--- config.mk ---
export PLATFORM = sky130hd
export DESIGN_NAME = cast5_round_ctrl
export DESIGN_NICKNAME = d
export VERILOG_FILES = /design/src/rtl/cast5_round_ctrl.sv
export SDC_FILE = /design/constraint.sdc
export NUM_CORES = 1
export LEC_CHECK = 0
export ABC_AREA = 1
export BUFFER_PORTS_ARGS = -buffer_cell sky130_fd_sc_hd__buf_2
export CORE_AREA = 2 2 108 110
export DETAILED_ROUTE_END_ITERATION = 6
export DIE_AREA = 0 0 110 112
export PLACE_DENSITY = 0.84
export RECOVER_POWER = 100
export SLEW_MARGIN = 10
export SYNTH_ARGS = -nofsm -noshare
export SYNTH_HDL_FRONTEND = slang
export SYNTH_SLANG_ARGS = --single-unit
--- constraint.sdc ---
create_clock -name clk -period 3.64 [get_ports clk]
set_input_delay 0 -clock clk [delete_from_list [all_inputs] [get_ports clk]]
set_output_delay 0 -clock clk [all_outputs]
set_load 0.01 [all_outputs]
--- src/rtl/cast5_round_ctrl.sv ---
// Iterative CAST5 round sequencer: holds the L/R halves, steps 12 or 16 rounds over
// a shared F datapath via a req/ack handshake, and hands the swapped result out.
module cast5_round_ctrl (
    input  logic        clk,
    input  logic        rst,
    input  logic        start,
    output logic        ready,
    input  logic        decrypt,
    input  logic        short_key,
    input  logic [63:0] din,
    output logic [3:0]  rnd_idx,
    input  logic [31:0] km,
    input  logic [4:0]  kr,
    output logic        f_req,
    input  logic        f_ack,
    output logic [31:0] f_din,
    output logic [31:0] f_km,
    output logic [4:0]  f_rot,
    output logic [1:0]  f_type,
    input  logic [31:0] f_dout,
    output logic [63:0] dout,
    output logic        dout_valid,
    input  logic        dout_ready
);

    typedef enum logic [1:0] {
        S_IDLE = 2'd0,
        S_RUN  = 2'd1,
        S_OUT  = 2'd2
    } state_t;

    state_t      r_state;
    state_t      w_state_next;
    logic [31:0] r_l;
    logic [31:0] r_r;
    logic [3:0]  r_k;
    logic        r_decrypt;
    logic        r_short;
    logic [3:0]  w_last_idx;
    logic        w_last;

    // N-1 doubles as the top subkey index when walking the schedule backwards.
    assign w_last_idx = r_short ? 4'd11 : 4'd15;
    assign w_last     = (r_k == w_last_idx);
    assign rnd_idx    = r_decrypt ? (w_last_idx - r_k) : r_k;

    assign f_din = r_r;
    assign f_km  = km;
    assign f_rot = kr;
    assign dout  = {r_r, r_l};

    always_comb begin
        unique case (rnd_idx)
            4'd0, 4'd3, 4'd6, 4'd9, 4'd12, 4'd15: f_type = 2'd1;
            4'd1, 4'd4, 4'd7, 4'd10, 4'd13:       f_type = 2'd2;
            default:                              f_type = 2'd3;
        endcase
    end

    always_ff @(posedge clk) begin
        if (rst) begin
            r_state <= S_IDLE;
        end else begin
            r_state <= w_state_next;
        end
    end

    always_comb begin
        w_state_next = r_state;
        ready        = 1'b0;
        f_req        = 1'b0;
        dout_valid   = 1'b0;
        unique case (r_state)
            S_IDLE: begin
                ready = 1'b1;
                if (start) begin
                    w_state_next = S_RUN;
                end
            end
            S_RUN: begin
                f_req = 1'b1;
                if (f_ack && w_last) begin
                    w_state_next = S_OUT;
                end
            end
            S_OUT: begin
                dout_valid = 1'b1;
                if (dout_ready) begin
                    w_state_next = S_IDLE;
                end
            end
            default: w_state_next = S_IDLE;
        endcase
    end

    always_ff @(posedge clk) begin
        if (rst) begin
            r_l       <= 32'd0;
            r_r       <= 32'd0;
            r_k       <= 4'd0;
            r_decrypt <= 1'b0;
            r_short   <= 1'b0;
        end else begin
            unique case (r_state)
                S_IDLE: begin
                    if (start) begin
                        r_l       <= din[63:32];
                        r_r       <= din[31:0];
                        r_k       <= 4'd0;
                        r_decrypt <= decrypt;
                        r_short   <= short_key;
                    end
                end
                S_RUN: begin
                    // Feistel step; on the last round k wraps or overshoots, which is harmless in OUT.
                    if (f_ack) begin
                        r_l <= r_r;
                        r_r <= r_l ^ f_dout;
                        r_k <= r_k + 4'd1;
                    end
                end
                default: begin
                end
            endcase
        end
    end

endmodule

---- Yosys cells after proc, flatten, opt, wreduce, memory -nomap -nowiden ----
Memories as Yosys holds them, arrays and structs flattened.
Cells that the tools add are included.
storage, ports and cells
  input bits .............................. 140
  register bits after elaboration ......... 72
  output and inout port bits .............. 142
  memories kept ........................... 1
  logic and storage cells ................. 41
  bits in read-only memories .............. 32
memories
  name              words  width  read ports  clocked after Yosys merged registers in  wr ports  RTL line  RTL
  (name not given)  16     2      1           0                                        0         53        unique case (rnd_idx)
operators by class
  bitwise logic cells ..................... 1
  reductions and logical operators ........ 6
  add/subtract/negate cells ............... 2
  equality and inequality tests ........... 7
  muxes and demuxes ....................... 18
operators with widths
  operator                                        count
  two-way mux 32 bit                              4
  case mux 32 bit (2 select lines)                2
  XOR 32 bit                                      1
  two-way mux 4 bit                               3
  inequality test 2 bit (second input constant)   4
  case mux 4 bit (2 select lines)                 1
  two-way mux 2 bit                               3
  case mux 2 bit (3 select lines)                 1
  AND reduction 3 bit                             2
  adder 4 x 1 -> 4 bit (second input constant)    1
  == test 4 bit                                   1
  subtractor 4 bit                                1
  two-way mux 1 bit                               3
  two-way mux 3 bit                               1
  == test 2 x 1 -> 1 bit (second input constant)  1
  == test 2 bit (second input constant)           1
  zero test 2 bit                                 1
  AND reduction 2 bit                             1
  nonzero test 2 bit                              1
  logical AND 1 bit                               1

---- Depth between registers and ports, before layout ----
  depth after elaboration ................. 5
  depth in mapped cells ................... 9
  gate-level depth less buffers ........... 8

---- Worst setup path before layout ----
Ideal clock, no wire load.
  path type ............................... register to output
  start ................................... register r_decrypt
  end ..................................... output port f_type[0]
  cell stages (with the launch flop) ...... 10
  slack ................................... 2.179 ns
  arrival time ............................ 1.461 ns
  cell sequence ........................... dfxtp_1 -> clkbuf_1 -> xnor2_1 -> inv_1 -> ha_1 -> inv_1 -> nand2_1 -> o21ai_0 -> nand2_1 -> nand2_1
on the way
  longest elaborated chain between the ends .. 2
ends and longest elaborated chain
  what                      RTL line  RTL
  start, declared           37        logic r_decrypt;
  start signal, assigned    110       r_decrypt <= decrypt;
  two-way mux 4 bit         45        assign rnd_idx = r_decrypt ? (w_last_idx - r_k) : r_k;
  via rnd_idx[0]            11        output logic [3:0] rnd_idx,
  memory read (16 x 2 bit)  -
  end, declared             19        output logic [1:0] f_type,
The timed path passes the listed nets, and every way through them passes these cells.

---- Worst setup path after layout ----
  start ................................... register r_state[0]
  end ..................................... register r_r[23], in the netlist f_din[23]
on the way
  longest elaborated chain between the ends .. 3
  elaborated cells between the ends (all ways) .. 7
  those cells by class .................... eq/ne (3); mux (1); reduce/logical (3)
ends and longest elaborated chain
  what                                                                                 RTL line  RTL
  start, declared                                                                      32        state_t r_state;
  start signal, assigned                                                               64        r_state <= w_state_next;
  == test 2 x 1 -> 1 bit / zero test 2 bit (equally long branches)                     104       unique case (r_state)
  inequality test 2 bit (no source line) / nonzero test 2 bit (equally long branches)  -
  AND reduction 3 bit (no source line)                                                 -
  end signal, assigned                                                                 108       r_r <= din[31:0];
  end signal, assigned                                                                 118       r_r <= r_l ^ f_dout;
  end, declared                                                                        35        logic [31:0] r_r;
Several ways; a longest one is shown, not always the timed one.
A chain may end at the register's enable or synchronous reset.

==> run metrics <==
drc violations 0; initial drt markers 263; GP Congestion 0.774; Worst-Margin Slew 1390 ps; clock slew at reported path FFs 60 ps; Startpoint Class register; commonest non-fill, non-tap cell in the layout nand2_1; PD cells 423 nW/um^2; critical path cell sequence clkinv_1 -> nor2_1 -> clkbuf_2 -> nand3_1 -> nand2_1 -> nor2_1 -> nor2_1; Worst-Skew Late Latency 320 ps; Levels on crit path 7; critical path class reg -> reg; Post-CTS Resized 0; All-Layer GR Usage 19.9%; drt pass-1 iters 5; Layout Cells excl Fill 1085; core area 11200 um^2; Slew Viols, Final 0; sequential power share 38.8%; post-synthesis xor/xnor area fraction 0.578%; chip height 112 um; maximum capacitance violations 0; switching power 0.773 mW; Most common cell on crit path nor2_1; adder-cell share of the synthesized area 1.10%; period utilization 64.0%; Nets 1081; CTS tree built; Hold Crit Class in -> out; cts bufs inserted 9; Layout Skew 7.74 ps; status complete, no violations; total die area 12300 um^2; WP buf/inv 2; Clock power frac 35.6%; Ports 282; Vias/cell 4.62; wire length per cell 11.6 um; ANT cells 0; Compound-Gate Fraction of Synth Area 8.50%; Worst Setup End Kind register; Root Driver clkbuf_16; cell area after layout 5820 um^2; CTS max path bufs 2; leakage dissipation 2.98 nW; Hold Fails Final Rpt 0; sw frac 31.4%; CP max stage cell clkbuf_2; initial antenna violation count 0; mapped cell area 4550 um^2; Crit path max-delay family buffers and inverters; Gate power share 25.7%; initial core utilization 40.7%; Via Count 5014; share of the synthesized area in the top cell type 31.7%; post-layout util 52.1%; placed insts 1012; global-route wire length before repair 19.9 mm; layout cell share with drive strength beyond 1 13.0%; largest net degree at the start of global routing 71; IO Port Bufs 207; cell row count 39; multiplexer area fraction after synthesis 0%; VDD IR max 0.000244 V; vias in the first global route 4459; dpl cell area 5100 um^2; largest family of logic cells by synthesized area simple AND/OR/NAND/NOR gates; Crit path required time 3900 ps; Netlist cell types 23; Rel. slew slack 7.11%; hold depth 0; most frequent cells in the layout nand2_1 (239), nor2_1 (148), clkbuf_1 (107), buf_2 (102), inv_1 (74); Seq cells post-synth 72; dpl hpwl 7.77 mm; TNS Setup 0 ps; CP arrival 2580 ps; grt total ovfl 0; min cycle time layout 2330 ps; register area share after synthesis 31.7%; clock sinks 72; top cells by area, synth dfxtp_1 (32%), nand2_1 (20%), buf_4 (12%), nor2_1 (12%), o21ai_0 (7.6%); R2R depth 7; Die X 110 um; Worst path max stage delay 1060 ps; largest area contributor in the synthesized netlist dfxtp_1; Synth Area in Simple Gates 36.7%; crit path max fanout 68; Routed Wire Length 12.6 mm; post-detailed-route count of antenna-violating nets 0; H-tree depth 3; Fmax achieved 430 MHz; final setup violation count 0; synthesis-to-finish area growth 27.9%; RSZ-0062 raised after global routing false; Ys Warns 0; Mapped Avg Cell Area 5.95 um^2; Gate Count Post-Synth 764; Fill cells 1137; Pint 1.69 mW; Power Total 2.46 mW; Synth Net Count 908
## cell type report
class / count / area, um^2 / area share (%)
multi-input cells: 510 / 2120 / 36.4
repair buffers: 267 / 1490 / 25.6
flip-flops and latches: 72 / 1440 / 24.8
inverters: 77 / 289 / 4.97
clock buffers: 13 / 260 / 4.47
well taps: 143 / 179 / 3.07
clock inverters: 3 / 40.0 / 0.688
## cells in the mapped netlist (all sizes together)
master and n:
buf 89, ha 4, nor3 1, nand3 36, inv 77, and3 1
nand2 240, xnor2 2, xor2 1, clkbuf 16, o21ai 72, nor2 148
dfxtp 72, a21oi 4, a31oi 1
## power groups by stage
stage | clock (mW) | sequential [mW] | combinational [mW]
2_1_floorplan | 0 | 0.986 | 0.440
3_3_place_gp | 0 | 0.964 | 0.602
3_5_place_dp | 0 | 0.965 | 0.611
4_1_cts | 0.900 | 0.950 | 0.659
5_1_grt | 0.940 | 0.965 | 0.718
6_report | 0.876 | 0.954 | 0.632
## state kept, by name (all words and copies together), names as in the netlist
register and flops:
r_state 2, r_decrypt 1, r_k 4, r_short 1, r_l 32, f_din 32
## path summary, 6_finish.rpt
kind | from | to | slack (ps)
worst max-delay path | r_state[0]$_SDFFE_PP0P_ | f_din[23]$_SDFFE_PP0P_ | 1310
worst min-delay path | km[31] | f_km[31] | 0.004
worst max register to register | r_state[0]$_SDFFE_PP0P_ | f_din[23]$_SDFFE_PP0P_ | 1310
worst min register to register | r_short$_SDFFE_PP0P_ | r_short$_SDFFE_PP0P_ | 490
## worst reg2reg max path, cell delays in order, from the launching register on
cell and delay [ps]:
dfxtp_1 400, clkinv_1 90, nor2_1 150, clkbuf_2 1060
nand3_1 260, nand2_1 130, nor2_1 40, nor2_1 130
## what timing repair did
| item | CTS | global route |
|---|---|---|
| buffers inserted | 0 | 0 |
| endpoints found under the hold margin | 60 | 0 |
| hold buffers | 57 | 0 |
## metrics by stage
| stage | setup WS, ps | hold slack, ps |
|---|---|---|
| final | 1310 | 0.00366 |
| after global placement | 1830 | 0.0686 |
| after detailed placement | 1800 | 0.0686 |
| after CTS | 1770 | 0.0686 |
| after global routing | 1110 | 0.0304 |
| after floorplan | 2180 | 69.1 |
## per-layer routing
layer  GRT usage [%]  share of wire [%]
met1            22.4                 42
met2            34.7                 48
met3            4.10                7.3
met4            10.6                3.0
met5               0                  0
## cell families after synthesis
group	Yosys count
AOI/OAI and AO/OA	77
xor gates and xnor gates	3
adders and majority gates	4
buffers and inverters	182
DFF	72
and+or+nand+nor	426
Note: power is estimated with default switching activity, not from simulation.
